**config.mk**
```make
export PLATFORM = sky130hd
export DESIGN_NAME = imm_gen_pipe
export DESIGN_NICKNAME = d
export VERILOG_FILES = /design/src/rtl/imm_pkg.sv /design/src/rtl/imm_decode.sv /design/src/rtl/imm_gen_pipe.sv
export SDC_FILE = /design/constraint.sdc
export NUM_CORES = 1
export LEC_CHECK = 0
export CORE_UTILIZATION = 47
export DETAILED_ROUTE_END_ITERATION = 8
export HOLD_SLACK_MARGIN = 0.1
export PLACE_DENSITY = 0.77
export SYNTH_ARGS = -nofsm -noshare
export SYNTH_HDL_FRONTEND = slang
export SYNTH_HIERARCHICAL = 1
export SYNTH_SLANG_ARGS = --single-unit
```
**constraint.sdc**
```tcl
create_clock -name clk -period 1.7 [get_ports clk]
set_clock_uncertainty 0.15 [all_clocks]
set_input_delay 0.34 -clock clk [delete_from_list [all_inputs] [get_ports clk]]
set_output_delay 0.34 -clock clk [all_outputs]
set_load 0.01 [all_outputs]
```
**src/rtl/imm_pkg.sv**
```systemverilog
// Shared encodings for the pipelined RISC-V immediate generator.
// Format selectors, base opcodes and the entry record used to describe one result.
package imm_pkg;

   typedef enum logic [2:0] {
      IMM_I     = 3'b000,
      IMM_S     = 3'b001,
      IMM_B     = 3'b010,
      IMM_U     = 3'b011,
      IMM_J     = 3'b100,
      IMM_AUTO  = 3'b101,
      IMM_SHAMT = 3'b110,
      IMM_RSVD  = 3'b111
   } imm_op_e;

   localparam logic [6:0] OPC_OP_IMM = 7'b0010011;
   localparam logic [6:0] OPC_LOAD   = 7'b0000011;
   localparam logic [6:0] OPC_JALR   = 7'b1100111;
   localparam logic [6:0] OPC_STORE  = 7'b0100011;
   localparam logic [6:0] OPC_BRANCH = 7'b1100011;
   localparam logic [6:0] OPC_LUI    = 7'b0110111;
   localparam logic [6:0] OPC_AUIPC  = 7'b0010111;
   localparam logic [6:0] OPC_JAL    = 7'b1101111;

   localparam int unsigned XLEN_MAX = 64;

   typedef struct packed {
      logic [XLEN_MAX-1:0] imm;
      logic                illegal;
   } imm_entry_t;

endpackage

```
**src/rtl/imm_decode.sv**
```systemverilog
// Combinational immediate extraction: (format, instruction) -> XLEN-bit immediate.
// AUTO resolves the format from the opcode; unknown opcodes and the reserved op flag illegal.
module imm_decode
   import imm_pkg::*;
#(
   parameter int unsigned XLEN = 32
) (
   input  logic [2:0]      i_op,
   input  logic [31:0]     i_instr,
   output logic [XLEN-1:0] o_imm,
   output logic            o_illegal
);

   localparam int unsigned ShW = (XLEN == 64) ? 6 : 5;

   imm_op_e         w_fmt;
   logic [XLEN-1:0] w_sext;

   assign w_sext = {XLEN{i_instr[31]}};

   always_comb begin
      w_fmt = imm_op_e'(i_op);
      if (w_fmt == IMM_AUTO) begin
         case (i_instr[6:0])
            OPC_OP_IMM: w_fmt = (i_instr[14:12] == 3'b001 || i_instr[14:12] == 3'b101)
                                ? IMM_SHAMT : IMM_I;
            OPC_LOAD, OPC_JALR: w_fmt = IMM_I;
            OPC_STORE:          w_fmt = IMM_S;
            OPC_BRANCH:         w_fmt = IMM_B;
            OPC_LUI, OPC_AUIPC: w_fmt = IMM_U;
            OPC_JAL:            w_fmt = IMM_J;
            default:            w_fmt = IMM_RSVD;
         endcase
      end
   end

   always_comb begin
      o_imm     = '0;
      o_illegal = 1'b0;
      case (w_fmt)
         IMM_I: o_imm = {w_sext[XLEN-1:12], i_instr[31:20]};
         IMM_S: o_imm = {w_sext[XLEN-1:12], i_instr[31:25], i_instr[11:7]};
         IMM_B: o_imm = {w_sext[XLEN-1:12], i_instr[7], i_instr[30:25], i_instr[11:8], 1'b0};
         IMM_U: begin
            // Sign fill above bit 31 only matters for XLEN=64.
            o_imm       = w_sext;
            o_imm[31:0] = {i_instr[31:12], 12'b0};
         end
         IMM_J: o_imm = {w_sext[XLEN-1:20], i_instr[19:12], i_instr[20], i_instr[30:21], 1'b0};
         IMM_SHAMT: o_imm = XLEN'(i_instr[20 +: ShW]);
         default: o_illegal = 1'b1;
      endcase
   end

endmodule

```
**src/rtl/imm_gen_pipe.sv**
```systemverilog
// Registered immediate generator with a valid/ready interface and a 2-entry skid buffer
// (main M drives the outputs, skid K absorbs one extra request), plus an illegal-request counter.
module imm_gen_pipe
   import imm_pkg::*;
#(
   parameter int unsigned XLEN  = 32,
   parameter int unsigned CNT_W = 8
) (
   input  logic             clk,
   input  logic             rst,
   input  logic             in_valid,
   output logic             in_ready,
   input  logic [2:0]       in_op,
   input  logic [31:0]      in_instr,
   output logic             out_valid,
   input  logic             out_ready,
   output logic [XLEN-1:0]  out_imm,
   output logic             out_illegal,
   output logic [CNT_W-1:0] illegal_cnt
);

   logic [XLEN-1:0]  w_dec_imm;
   logic             w_dec_ill;
   logic             w_acc;
   logic             w_pop;

   logic             r_m_vld;
   logic [XLEN-1:0]  r_m_imm;
   logic             r_m_ill;
   logic             r_k_vld;
   logic [XLEN-1:0]  r_k_imm;
   logic             r_k_ill;
   logic [CNT_W-1:0] r_cnt;

   imm_decode #(
      .XLEN (XLEN)
   ) u_decode (
      .i_op      (in_op),
      .i_instr   (in_instr),
      .o_imm     (w_dec_imm),
      .o_illegal (w_dec_ill)
   );

   // in_ready depends only on K, so out_ready never reaches it combinationally.
   assign in_ready = !r_k_vld;
   assign w_acc    = in_valid && in_ready;
   assign w_pop    = r_m_vld && out_ready;

   always_ff @(posedge clk or negedge rst) begin
      if (!rst) begin
         r_m_vld <= 1'b0;
         r_m_imm <= '0;
         r_m_ill <= 1'b0;
         r_k_vld <= 1'b0;
         r_k_imm <= '0;
         r_k_ill <= 1'b0;
      end else if (w_pop && r_k_vld) begin
         r_m_imm <= r_k_imm;
         r_m_ill <= r_k_ill;
         r_k_vld <= 1'b0;
      end else if (w_acc && (!r_m_vld || w_pop)) begin
         r_m_vld <= 1'b1;
         r_m_imm <= w_dec_imm;
         r_m_ill <= w_dec_ill;
      end else if (w_acc) begin
         r_k_vld <= 1'b1;
         r_k_imm <= w_dec_imm;
         r_k_ill <= w_dec_ill;
      end else if (w_pop) begin
         r_m_vld <= 1'b0;
      end
   end

   always_ff @(posedge clk or negedge rst) begin
      if (!rst) begin
         r_cnt <= '0;
      end else if (w_acc && w_dec_ill && (r_cnt != {CNT_W{1'b1}})) begin
         r_cnt <= r_cnt + 1'b1;
      end
   end

   assign out_valid   = r_m_vld;
   assign out_imm     = r_m_imm;
   assign out_illegal = r_m_ill;
   assign illegal_cnt = r_cnt;

endmodule

```
Word-level counts from Yosys, hierarchy flattened
Cells that the tools add are included.
Widths: inputs -> output; s select.
Operators by class
  add/subtract/negate cells: 1
  equal/unequal tests: 19
  mux-type cells: 15
  bitwise logic cells: 2
  reduce and logical (&&, ||, !) cells: 20
Operators by type and width (number)
  $pmux 32 s6: 1
  $mux 32: 2
  $eq 7x7->1 const B: 3
  $pmux 3 s6: 1
  $eq 7x5->1 const B: 2
  $eq 7x6->1 const B: 2
  $eq 3x3->1 const B: 4
  $mux 1: 9
  $add 8x1->8 const B: 1
  $ne 8x8->1 const B: 1
  $eq 7x2->1 const B: 1
  $eq 3x1->1 const B: 2
  $eq 3x2->1 const B: 2
  $logic_and 1x1->1: 6
  $mux 3: 2
  $reduce_and 3->1: 2
  $reduce_bool 2->1: 3
  $reduce_or 6->1: 1
  $reduce_or 2->1: 2
  $logic_not 3->1: 1
  $logic_not 1->1: 2
  $logic_or 1x1->1: 2
  $ne 2x1->1 const B: 1
  $ne 2x2->1 const B: 1
  2 further kinds: 3
Storage, ports and cells
  flip-flop bits (word level): 76
  bits of input ports: 39
  output and inout bits: 43
  word-level logic and storage cells: 64

Logic depth before layout (Yosys ltp)
  depth after elaboration: 10
  mapped depth: 9
  gate-level depth less buffers: 7

By module
The synthesis kept the hierarchy.
By module, submodules not included
  imm_gen_pipe: times used 1, cells an instance 234, area an instance 3300.7 µm², sequential area each 1901.8 µm²
  imm_decode: times used 1, cells an instance 125, area an instance 837.1 µm², sequential area each 0.0 µm²

Least setup slack after synthesis
OpenSTA, ideal clock, no wires.
  path type: input-to-reg
  start: input port in_op[1]
  end: register r_cnt[6], in the netlist illegal_cnt[6]
  library setup time: 0.125 ns
  arrival time: 2.330 ns
  data required time: 1.425 ns
  slack: -0.904 ns
  cell stages on the path: 9
  buffers on the path: 2
  cells stage by stage: nand3b_1 o41a_1 a31oi_4 buf_2 nor2_1 and3b_1 clkbuf_1 nand4_1 mux2_2
Between the ends
  cells in the longest elaborated chain, start to end: 7
  elaborated cells between the ends (all ways): 12
  those cells by class: eq/ne: 6; mux: 2; reduce/logical: 4
RTL lines
  from (decl): RTL line imm_gen_pipe.sv:13  | input logic [2:0] in_op,
  $eq 3x3->1: RTL line imm_decode.sv:23  | if (w_fmt == IMM_AUTO) begin
  $mux 3 *: RTL line imm_decode.sv:23
  $eq 3x1->1 (tied with other cells): RTL line imm_decode.sv:40  | case (w_fmt)
  $reduce_or 6->1 (no source line) *
  $mux 1 *: RTL line imm_decode.sv:40
  via w_dec_ill: RTL line imm_gen_pipe.sv:23  | logic w_dec_ill;
  $logic_and 1x1->1 * (2 in a row): RTL line imm_gen_pipe.sv:77  | end else if (w_acc && w_dec_ill && (r_cnt != {CNT_W{1'b1}})) begin
  to (signal assigned): RTL line imm_gen_pipe.sv:78  | r_cnt <= r_cnt + 1'b1;
  to (decl): RTL line imm_gen_pipe.sv:33  | logic [CNT_W-1:0] r_cnt;
The timed path passes the listed nets; every way through them passes the cells marked *.
A chain may end at the register's enable or synchronous reset.

Worst setup path in the final report
  start: input port in_instr[3]
  end: register r_m_imm[0], in the netlist out_imm[0]
Between the ends
  cells in the longest elaborated chain, start to end: 8
  elaborated cells between the ends (all ways): 21
  those cells by class: eq/ne: 13; mux: 5; reduce/logical: 3
RTL lines
  from (decl): RTL line imm_gen_pipe.sv:14  | input logic [31:0] in_instr,
  $eq 7x6->1 (tied with other cells): RTL line imm_decode.sv:24  | case (i_instr[6:0])
  $reduce_or 2->1: RTL line imm_decode.sv:24
  $pmux 3 s6 *: RTL line imm_decode.sv:24
  $mux 3 *: RTL line imm_decode.sv:23
  $eq 3x3->1 (tied with other cells): RTL line imm_decode.sv:40
  $pmux 32 s6 *: RTL line imm_decode.sv:40
  via w_dec_imm[0]: RTL line imm_gen_pipe.sv:22  | logic [XLEN-1:0] w_dec_imm;
  $mux 32 *: RTL line imm_gen_pipe.sv:61  | end else if (w_acc && (!r_m_vld || w_pop)) begin
  $mux 32 *: RTL line imm_gen_pipe.sv:57  | end else if (w_pop && r_k_vld) begin
  to (signal assigned): RTL line imm_gen_pipe.sv:58  | r_m_imm <= r_k_imm;
  to (signal assigned): RTL line imm_gen_pipe.sv:63  | r_m_imm <= w_dec_imm;
  to (decl): RTL line imm_gen_pipe.sv:28  | logic [XLEN-1:0] r_m_imm;
The timed path passes the listed nets; every way through them passes the cells marked *. The select of a mux whose other input is x is not followed.

==> results by stage <==
Run status:
- The flow ran to the end, but the final reports show violations.
- The checks that failed: setup timing.

Yosys:
- After Yosys synthesis, XOR and XNOR cells account for 0.423% of the synthesized area.
- By instance count, the leading cell after synthesis is dfrtp_1.
- The synthesized design contains 76 register bits.
- In the synthesized netlist the dominant register cell turns out to be dfrtp_1.
- The main combinational cell family by area after synthesis is multiplexers.
- Counting flops with an async set or reset pin after synthesis yields a share of 100%.
- For this run, the number of Yosys warnings is 6.
- The synthesized-area fraction occupied by ao, oa, aoi and oai cells is between 10 and 15%.
- By area the synthesized netlist is led by dfrtp_1 46%, mux2_1 14%, mux2_2 7.1%, nand4_1 4.1%, nand3_1 4.0%.
- Summing the areas of all and, or, nand and nor instances in the mapped netlist gives 18.5% of the synthesized area.
- The top cell type by area accounts for approximately 46% of the synthesized area.
- dfrtp_1 takes more of the synthesized area than any other cell.
- The count of mapped cells out of synthesis is 359.
- The sequential share of the synthesized area is ~46%.
- The adder-cell share of the synthesized area is 0.302%.
- The number of nets produced by synthesis is approximately 400.
- The count of flip-flops with a built-in enable after synthesis is 0.
- Measured against the total synthesized area, the mux share comes to 20.7%.
- The mapped netlist covers between 4000 and 5000 sq um.
- By count the netlist is led by 76 x dfrtp_1, 50 x mux2_1, 33 x nand3_1.
- After synthesis, the mean cell area works out to roughly 12 sq um.
- The count of unique library cells instantiated by Yosys is 49.

GRT:
- Entering global routing, the biggest net connects 77 pins.
- The number of global-route vias before repair is 3,702.
- The total overflow left after global routing is 0.
- The number of antenna violations at the first check in global routing is 0.
- The global routing usage summed across all routing layers is between 20 and 30%.
- The first global-routing pass estimated 19,000 microns of wire.

Setup path:
- The kind of cell with the highest combined delay along the critical path is compound AO/OA/AOI/OAI gates.
- The critical-path maximum fanout is 5.
- The nature of the critical path endpoint is a flip-flop.
- The signal on the critical path passes through buf_2 -> nand2b_4 -> o41a_1 -> a31oi_4 -> buf_6 -> xnor2_2 -> o21ai_2 -> mux2_4 -> mux2_4.
- The largest single stage delay on the critical path is about 500 ps.
- Data on the critical path is required at its endpoint by 1800 ps.
- The startpoint-to-endpoint class of the critical path is primary input to flip-flop.
- The cell repeated most along the worst path is mux2_4.
- The number of buffer and inverter instances along the worst setup path is 2.
- The critical path arrival is 2340 ps.
- The worst setup path is launched from a primary input.
- The largest individual stage delay along the critical path comes from the cell o41a_1.

Placed design:
- The number of port buffers is 81.
- The half-perimeter wire length after detailed placement is roughly 7500 microns.
- Routability-driven placement finished with a final weighted congestion of about 0.86.
- The post-placement cell count is around 580.
- The post-placement worst setup slack is -1340 ps.

Routing:
- The number of detailed-routing iterations run before antenna repair is 7.
- The remaining number of nets flagged by the antenna check after routing is 0.
- After detailed routing, the number of remaining DRC violations is 0.
- The first routing iteration left about 290 violations.
- The per-cell via count in the routed design is between 6 and 7.
- The final layout contains routed wiring with a total length of 13,800 microns.
- The detailed router placed approximately 3,900 vias in this run.
- In the final routed layout, each cell accounts on average for 22.0 microns.

Timing:
- Dividing the final minimum period by the clock period gives 132%.
- The number of pins with negative max-slew slack in the final report is 0.
- The count of final hold-check violations is 0.
- The worst pin sits at a relative slew slack of between 60% and 70%.
- The count of endpoints failing setup in the final report is 74.
- Setup repair after global routing could not meet its margin everywhere.
- Hold is met by roughly 340 ps.
- In the post-route analysis, the smallest setup slack over all paths is -538 ps.
- The maximum frequency from static timing analysis is 0.447 GHz.
- For the pin with the worst max-slew slack, the measured transition is 520 ps.
- The routed design could run at a clock period as short as 2240 ps.

Die:
- The height of the die is around 96 microns.
- During I/O placement, the number of pins put on the boundary was 82.
- The floorplan step defined a die boundary enclosing 9180 sq um.
- The floorplan has 33 rows.
- The die outline width is between 90 and 100 microns.
- The initial utilization of the core area, before any placement, comes to between 40% and 50%.
- In this run the standard cell core region covers 8380 sq um.

Power and ir drop:
- The proportion of total power due to net switching is 33.5%.
- The analysis attributes to cell leakage a power of 3.27 nW.
- The power per cell area is roughly 1200 nW/um^2.
- The share of total power dissipated in sequential elements is between 30% and 40%.
- The share of total power dissipated in the clock network is between 10% and 20%.
- The net switching power is approximately 2.8 mW.
- Internal power comes to 5.59 mW.
- Per report_power, the combinational group accounts for between 40% and 50% of the total.
- The worst supply voltage drop on vdd is 0.915 mV.

Clock tree:
- The H-tree depth is 3.
- The clock root buffer master is clkbuf_8.
- The CTS sink count is 76.
- The worst-skew pair later-pin latency is approximately 360 ps.
- After clock tree synthesis, the clock-pin slew on the worst setup and hold paths is roughly 80 ps.
- The maximum clock insertion buffer count is 2.
- The number of buffers created by CTS is 9.
- TritonCTS built the clock tree.

Run:
- The total of max-cap violations is 0.

Final layout:
- The post-synthesis to final-layout area growth is 62.7%.
- In the final layout, the share of cells above drive strength 1 is 50.1%.
- The final core utilization is between 80% and 90%.
- The count of cells in the finished layout, fillers not included, comes to 630.
- The number of diodes added for antenna fixing is 0.
- At the end of the flow, the number of nets in the layout was 560.

Min path:
- The worst min-delay path class is flip-flop to flip-flop.
[repair_timing]
item,4_1_cts,5_1_grt
gates cloned,1,4
endpoints found under the setup margin,117,75
buffers inserted,20,6
pin swaps,24,26
gates resized for setup,147,52
hold endpoints to repair,76,0
hold buffers,1,0
[area by class of cell]
type | instances | area (sq um)
repair buffers | 173 | 1650
multi-input cells | 255 | 2820
well taps | 105 | 131
clock buffers | 11 | 141
fillers | 435 | 1650
inverters | 5 | 18.8
flip-flops and latches | 76 | 1910
clock inverters | 5 | 58.8
[placed cells by master, fill, tap and decap left out, types with 5 or more instances in the layout]
cell / netlist / layout
dfrtp_1: 76 / 72
inv_1: 5 / 5
and2_1: 20 / 14
clkbuf_8: 0 / 10
nand3_1: 33 / 15
dlygate4sd2_1: 0 / 42
nand3_2: 10 / 5
a221o_1: 14 / 14
buf_4: 3 / 58
nand2b_1: 7 / 6
nand4_1: 27 / 27
o211ai_1: 5 / 5
mux2_4: 0 / 70
and3_1: 6 / 5
buf_2: 12 / 8
nand3_4: 0 / 23
buf_6: 1 / 23
buf_12: 1 / 9
clkdlybuf4s50_1: 0 / 25
and2_4: 0 / 6
[flip-flops by register name (all words and copies together), names as in the netlist]
register	cells
out_imm	32
r_k_imm	32
illegal_cnt	8
out_illegal	1
out_valid	1
r_k_ill	1
r_k_vld	1
[metal layers]
layer / wire (microns) / up-vias / track usage, %
met4: 567 / 0 / 12.6
met2: 6970 / 175 / 46.5
met1: 5640 / 1932 / 34.8
li1: - / 1693 / -
met3: 657 / 62 / 4.11
met5: 0 / - / 0
[final timing paths]
path / start / end / slack [ps] / cells after the start
max in group asynchronous: rst / illegal_cnt[4] / 660 / 3
min in group asynchronous: rst / out_imm[18] / 360 / 3
max reg2reg: r_k_vld / r_k_imm[18] / -50 / 4
min: r_k_imm[25] / r_k_imm[25] / 340 / 1
min reg2reg: r_k_imm[25] / r_k_imm[25] / 340 / 1
max: in_instr[3] / out_imm[0] / -540 / 9
[cells by family (layout without fill, tap and decap cells)]
logic type      after synthesis  in the layout
buf+inv                      29            194
compound gates               51             52
flops                        76             76
simple gates                124            124
fa+ha+maj                     1              1
mux                          76             76
xor+xnor                      2              2
[worst reg2reg max path, stage by stage, from the launching register on]
cell and delay [ps]:
dfrtp_1 430, nand2b_1 270, nor2_4 210, buf_12 210, mux2_1 360
[per-stage QoR]
step                      setup TNS (ps)  power [mW]  cell area [sq um]
after floorplan                   -29030        5.18               4530
after global placement            -79900        6.68               5860
after detailed placement          -85060        6.81               5860
after CTS                         -22530        8.21               6390
after global routing              -29460        8.82               6730
final                             -27660        8.41               6730
[power by group through the flow]
stage / clock (mW) / combinational, mW / sequential (mW)
floorplan: 0 / 2.04 / 3.14
global placement: 0 / 3.68 / 3.00
detailed placement: 0 / 3.76 / 3.05
CTS: 1.42 / 3.78 / 3.00
global route: 1.51 / 4.20 / 3.11
finish: 1.42 / 3.95 / 3.04
(Power assumes the default switching activity.)
